$ cat config.mk
export PLATFORM = sky130hd
export DESIGN_NAME = prv664_int_scoreboard
export DESIGN_NICKNAME = d
export VERILOG_FILES = /design/src/rtl/prv664_int_scoreboard_pkg.sv /design/src/rtl/prv664_sb_entry.sv /design/src/rtl/prv664_int_scoreboard.sv
export SDC_FILE = /design/constraint.sdc
export NUM_CORES = 1
export LEC_CHECK = 0
export ABC_AREA = 0
export BUFFER_PORTS_ARGS = -buffer_cell sky130_fd_sc_hd__buf_4
export CORE_UTILIZATION = 50
export CTS_CLUSTER_SIZE = 16
export DETAILED_ROUTE_END_ITERATION = 12
export PLACE_DENSITY = 0.76
export RECOVER_POWER = 25
export REMOVE_ABC_BUFFERS = 1
export SYNTH_ARGS = -nofsm -noshare
export SYNTH_HDL_FRONTEND = slang
export SYNTH_SLANG_ARGS = --single-unit
export TNS_END_PERCENT = 1
$ cat constraint.sdc
create_clock -name clk_i -period 13.2 [get_ports clk_i]
set_input_delay 0.66 -clock clk_i [delete_from_list [all_inputs] [get_ports clk_i]]
set_output_delay 0.66 -clock clk_i [all_outputs]
set_load 0.01 [all_outputs]
$ cat src/rtl/prv664_int_scoreboard_pkg.sv
// Shared prv664 scoreboard types and sizes.
// Reused by both the integer and floating-point scoreboards.
package prv664_int_scoreboard_pkg;

    localparam int unsigned NREG   = 32;
    localparam int unsigned ITAG_W = 8;
    localparam int unsigned NWB    = 2;
    localparam int unsigned RIDX_W = 5;
    localparam int unsigned CNT_W  = 6;

    typedef struct packed {
        logic              busy;
        logic [ITAG_W-1:0] itag;
    } sb_entry_t;

    function automatic logic [CNT_W-1:0] popcount(input logic [NREG-1:0] v);
        logic [CNT_W-1:0] cnt;
        cnt = '0;
        for (int i = 0; i < int'(NREG); i++) begin
            cnt = cnt + CNT_W'(v[i]);
        end
        return cnt;
    endfunction

endpackage

$ cat src/rtl/prv664_sb_entry.sv
// One scoreboard register entry: busy bit and owner tag.
// Priority within the entry: reset > flush > set > tag-matched release.
module prv664_sb_entry
    import prv664_int_scoreboard_pkg::*;
(
    input  logic                       clk_i,
    input  logic                       arst_i,
    input  logic                       i_flush,
    input  logic                       i_set,
    input  logic [ITAG_W-1:0]          i_set_itag,
    input  logic [NWB-1:0]             i_rel,
    input  logic [NWB-1:0][ITAG_W-1:0] i_rel_itag,
    output sb_entry_t                  o_next_c,
    output sb_entry_t                  o_entry
);

    sb_entry_t r_entry;
    sb_entry_t w_next;
    logic      w_rel_hit;

    // Release only when the writer still owns the register
    always_comb begin
        w_rel_hit = 1'b0;
        for (int k = 0; k < int'(NWB); k++) begin
            if (i_rel[k] && (i_rel_itag[k] == r_entry.itag)) begin
                w_rel_hit = 1'b1;
            end
        end
    end

    always_comb begin
        w_next = r_entry;
        if (i_flush) begin
            w_next = '0;
        end else if (i_set) begin
            w_next.busy = 1'b1;
            w_next.itag = i_set_itag;
        end else if (r_entry.busy && w_rel_hit) begin
            w_next.busy = 1'b0;
        end
    end

    always_ff @(posedge clk_i) begin
        if (arst_i) begin
            r_entry <= '0;
        end else begin
            r_entry <= w_next;
        end
    end

    assign o_next_c = w_next;
    assign o_entry  = r_entry;

endmodule

$ cat src/rtl/prv664_int_scoreboard.sv
// Integer-register scoreboard: tracks owning itag per destination register,
// set from dispatch, released on tag-matched writeback, cleared on flush.
module prv664_int_scoreboard
    import prv664_int_scoreboard_pkg::*;
(
    input  logic                       clk_i,
    input  logic                       arst_i,
    input  logic                       flush_i,
    input  logic                       upd0_write,
    input  logic [RIDX_W-1:0]          upd0_rdindex,
    input  logic [ITAG_W-1:0]          upd0_itag,
    input  logic                       upd1_write,
    input  logic [RIDX_W-1:0]          upd1_rdindex,
    input  logic [ITAG_W-1:0]          upd1_itag,
    input  logic [NWB-1:0]             wb_valid,
    input  logic [NWB-1:0][RIDX_W-1:0] wb_rdindex,
    input  logic [NWB-1:0][ITAG_W-1:0] wb_itag,
    output logic [NREG-1:0]            busy_flag,
    output logic [NREG-1:0][ITAG_W-1:0] id_flag,
    output logic [CNT_W-1:0]           busy_cnt
);

    logic [NREG-1:0]  w_busy;
    logic [NREG-1:0]  w_next_busy;
    logic [CNT_W-1:0] r_busy_cnt;

    // Register 0 is hardwired free
    assign w_busy[0]      = 1'b0;
    assign w_next_busy[0] = 1'b0;
    assign id_flag[0]     = '0;

    for (genvar g = 1; g < int'(NREG); g++) begin : g_ent
        logic                  w_set0;
        logic                  w_set1;
        logic [NWB-1:0]        w_rel;
        sb_entry_t             w_next;
        sb_entry_t             w_entry;

        assign w_set0 = upd0_write && (upd0_rdindex == RIDX_W'(g));
        assign w_set1 = upd1_write && (upd1_rdindex == RIDX_W'(g));

        always_comb begin
            w_rel = '0;
            for (int k = 0; k < int'(NWB); k++) begin
                w_rel[k] = wb_valid[k] && (wb_rdindex[k] == RIDX_W'(g));
            end
        end

        // Younger port 1 wins the tag when both claim the same register
        prv664_sb_entry u_entry (
            .clk_i      (clk_i),
            .arst_i     (arst_i),
            .i_flush    (flush_i),
            .i_set      (w_set0 || w_set1),
            .i_set_itag (w_set1 ? upd1_itag : upd0_itag),
            .i_rel      (w_rel),
            .i_rel_itag (wb_itag),
            .o_next_c   (w_next),
            .o_entry    (w_entry)
        );

        assign w_busy[g]      = w_entry.busy;
        assign w_next_busy[g] = w_next.busy;
        assign id_flag[g]     = w_entry.itag;
    end

    // Count is registered alongside the busy vector it describes
    always_ff @(posedge clk_i) begin
        if (arst_i) begin
            r_busy_cnt <= '0;
        end else begin
            r_busy_cnt <= popcount(w_next_busy);
        end
    end

    assign busy_flag = w_busy;
    assign busy_cnt  = r_busy_cnt;

endmodule

==> impl_metrics.json <==
{
  "status": "finished, final reports clean",
  "cts_root_buffer": "clkbuf_16",
  "synthMuxAreaShare_pct": 1.17,
  "vias": 22900,
  "yosysWarningCount": 0,
  "yosys.area_share.xor_xnor_pct": 21.2,
  "synth_compound_area_share_pct": 19.0,
  "yosys.area.top_type": "dfxtp_1",
  "dieHeight_um": 204,
  "critPathMaxStageDelay_ns": 1.00,
  "max_freq_mhz": 146,
  "arrival_ns": 7.31,
  "cts_resized": 0,
  "fp-row-count": 73,
  "worstMarginPinSlew_ns": 1.36,
  "grt-ovfl-total": 0,
  "ios": 353,
  "antenna_found_initial": 3,
  "setup_tns_ns": 0,
  "finClkSkew_ns": 0.0148,
  "drt-total-wl_um": 94100,
  "ant_nets": 0,
  "layout_setup_ws_ns": 6.33,
  "synth_edf_count": 0,
  "ir_drop_uv": 73.2,
  "drv_cap": 0,
  "placedCellCount": 3205,
  "final.fill_count": 3655,
  "fin_crit_ns": 6.87,
  "clkTransAtPathRegs_ns": 0.06,
  "hold_viol": 0,
  "grt_max_degree": 108,
  "cts_sinks": 285,
  "preCtsSetupSlack_ns": 5.90,
  "crit_family": "adder cells",
  "synth_simple_gate_area_share_pct": 21.8,
  "io_buffers": 343,
  "cts_tree": "built",
  "grt_pass1_vias": 21300,
  "dr.pass1.iters": 6,
  "cts_hold_buffers": 0,
  "setup_viol": 0,
  "synth_most_common_cell": "xnor2_1",
  "rsz0062_at_grt": "no",
  "synth-adder-area-share_pct": 2.68,
  "hold_ws_ns": 0.347,
  "nets": 2807,
  "avgSynthCellArea_sq_um": 7.95,
  "wl_per_cell_um": 28.7,
  "htree_num_levels": 2,
  "path_cells": "buf_4, nor4b_4, nand2_1, a311o_1, fa_1, inv_1, fa_1, inv_1, fa_1, fa_1, fa_1, fa_1, fa_1, fa_1, nor2b_1, o21ai_0, a21boi_0, nor3_1",
  "critPathSlowestCell": "nor4b_4",
  "grt_pass1_wl_um": 135000,
  "worst_ep_required_time_ns": 13.63,
  "power_leakage_nw": 7.54,
  "synth_cells": 2578,
  "power_density_nw_per_um2": 99.1,
  "yosysSeqAreaShare_pct": 27.9,
  "grt_usage_pct": 43.4,
  "crit_path_end_kind": "flop",
  "detailed_place_hpwl_um": 59100,
  "drtIter0Drc": 3461,
  "drv_slew": 0,
  "synth_top_area_share_pct": 27.9,
  "initial_utilization_pct": 51.1,
  "clock_latency_ns": 0.56,
  "die-area_sq_um": 41800,
  "synth-main-ff-cell": "dfxtp_1",
  "path_max_fanout": 19,
  "crit_type": "in2reg",
  "cp-start-kind": "primary input",
  "synth-seq-cells": 285,
  "yosys-top-cells-area": "dfxtp_1 (28%), xnor2_1 (18%), a311oi_1 (10%)",
  "cp_common_cell": "fa_1",
  "gp_congestion": 1.02,
  "slew_headroom_pct": 8.27,
  "drc_errors": 0,
  "core_area_sq_um": 40100,
  "cp.buffers_inverters": 3,
  "rrSetupSlack_ns": 6.91,
  "cts_buffer_depth": 3,
  "hold_path_class": "in2reg",
  "netlist_area_sq_um": 20500,
  "post-cts-setup-buffers": 0,
  "period_share_pct": 52.1,
  "fin_cells": 3274,
  "async_reset_ff_share_pct": 0,
  "drive_gt1_share_pct": 11.4,
  "cts_buffers": 36,
  "yosysUniqueCellTypes": 62,
  "synth_top_family_by_area": "simple AND/OR/NAND/NOR gates",
  "die_w_um": 204,
  "syn_to_final_growth_pct": 14.8,
  "routed_via_density": 6.99,
  "synthTopCellsByCount": "xnor2_1 (429), nand2_1 (305), dfxtp_1 (285), nor2_1 (266), a311oi_1 (237)"
}
[power breakdown]
part / total (mW) / switching (mW) / leakage, nW / internal [mW]
combinational: 0.344 / 0.244 / 4.61 / 0.100
sequential: 0.880 / 0.0119 / 2.30 / 0.868
clock: 1.11 / 0.417 / 0.634 / 0.690
total: 2.33 / 0.673 / 7.54 / 1.66
[placed cells by master, fill, tap and decap left out, types with 8 or more instances in the layout]
| master | instances |
|---|---|
| clkinv_2 | 8 |
| xnor2_1 | 429 |
| o21ai_0 | 135 |
| a211oi_1 | 43 |
| mux2i_1 | 24 |
| nor2_1 | 265 |
| a311oi_1 | 237 |
| clkbuf_16 | 37 |
| nor2_2 | 12 |
| a21oi_1 | 8 |
| nand2_1 | 303 |
| nor4_1 | 35 |
| conb_1 | 9 |
| xor2_1 | 67 |
| bufinv_16 | 8 |
| nand4_1 | 112 |
| and4b_1 | 10 |
| inv_1 | 23 |
| nor2b_1 | 10 |
| o22ai_1 | 25 |
| dfxtp_1 | 285 |
| buf_4 | 223 |
| fa_1 | 23 |
| nor3_1 | 8 |
| clkbuf_1 | 146 |
| o31ai_1 | 8 |
| a41oi_1 | 11 |
| nand2b_1 | 9 |
| nand3_1 | 104 |
| o41ai_1 | 12 |
[sequential cells by signal (all words and copies together), names as in the netlist]
signal and flops:
g_ent.u_entry.o_entry 279, busy_cnt 6
[final timing paths]
| check | start | end | depth (start not counted) |
|---|---|---|---|
| worst min register to register | g_ent[3].u_entry.o_entry[2]$_SDFFE_PP0P_ | g_ent[3].u_entry.o_entry[2]$_SDFFE_PP0P_ | 2 |
| worst min-delay path | arst_i | busy_cnt[1]$_SDFF_PP0_ | 2 |
| worst max register to register | g_ent[20].u_entry.o_entry[4]$_SDFFE_PP0P_ | busy_cnt[4]$_SDFF_PP0_ | 18 |
| worst max-delay path | upd0_rdindex[1] | busy_cnt[4]$_SDFF_PP0_ | 18 |
[final cells by class]
type / instances / area (sq um) / area share (%)
antenna: 6 / 15.0 / 0.0639
inverter: 23 / 86.3 / 0.367
clock buffer: 45 / 996 / 4.24
clock inverter: 18 / 295 / 1.26
multi-input combinational: 2007 / 13500 / 57.6
sequential: 285 / 5710 / 24.3
tap: 525 / 657 / 2.79
timing repair buffer: 365 / 2210 / 9.39
[kinds of logic after synthesis]
family	count (synthesis)
and+or+nand+nor	930
buffers and inverters	294
AOI/OAI and AO/OA	518
other	1
xor gates and xnor gates	496
muxes	24
DFF	285
adders and majority gates	30
[per-stage QoR]
stage	cell area [sq um]	utilization (%)	power [mW]
2_1_floorplan	19300	-	1.05
3_3_place_gp	22700	56.7	1.22
3_5_place_dp	22700	56.7	1.22
4_1_cts	24000	59.9	2.31
5_1_grt	23500	58.6	2.36
6_report	23500	58.6	2.33
[layer usage]
layer	up-vias	part of all wire (%)	track usage (%)
met5	-	0	0
met4	0	8.2	30.2
met3	561	16	13.7
met2	2166	41	62.6
met1	10600	35	54.8
li1	9533	-	-
Power figures use the tool's default switching activity.
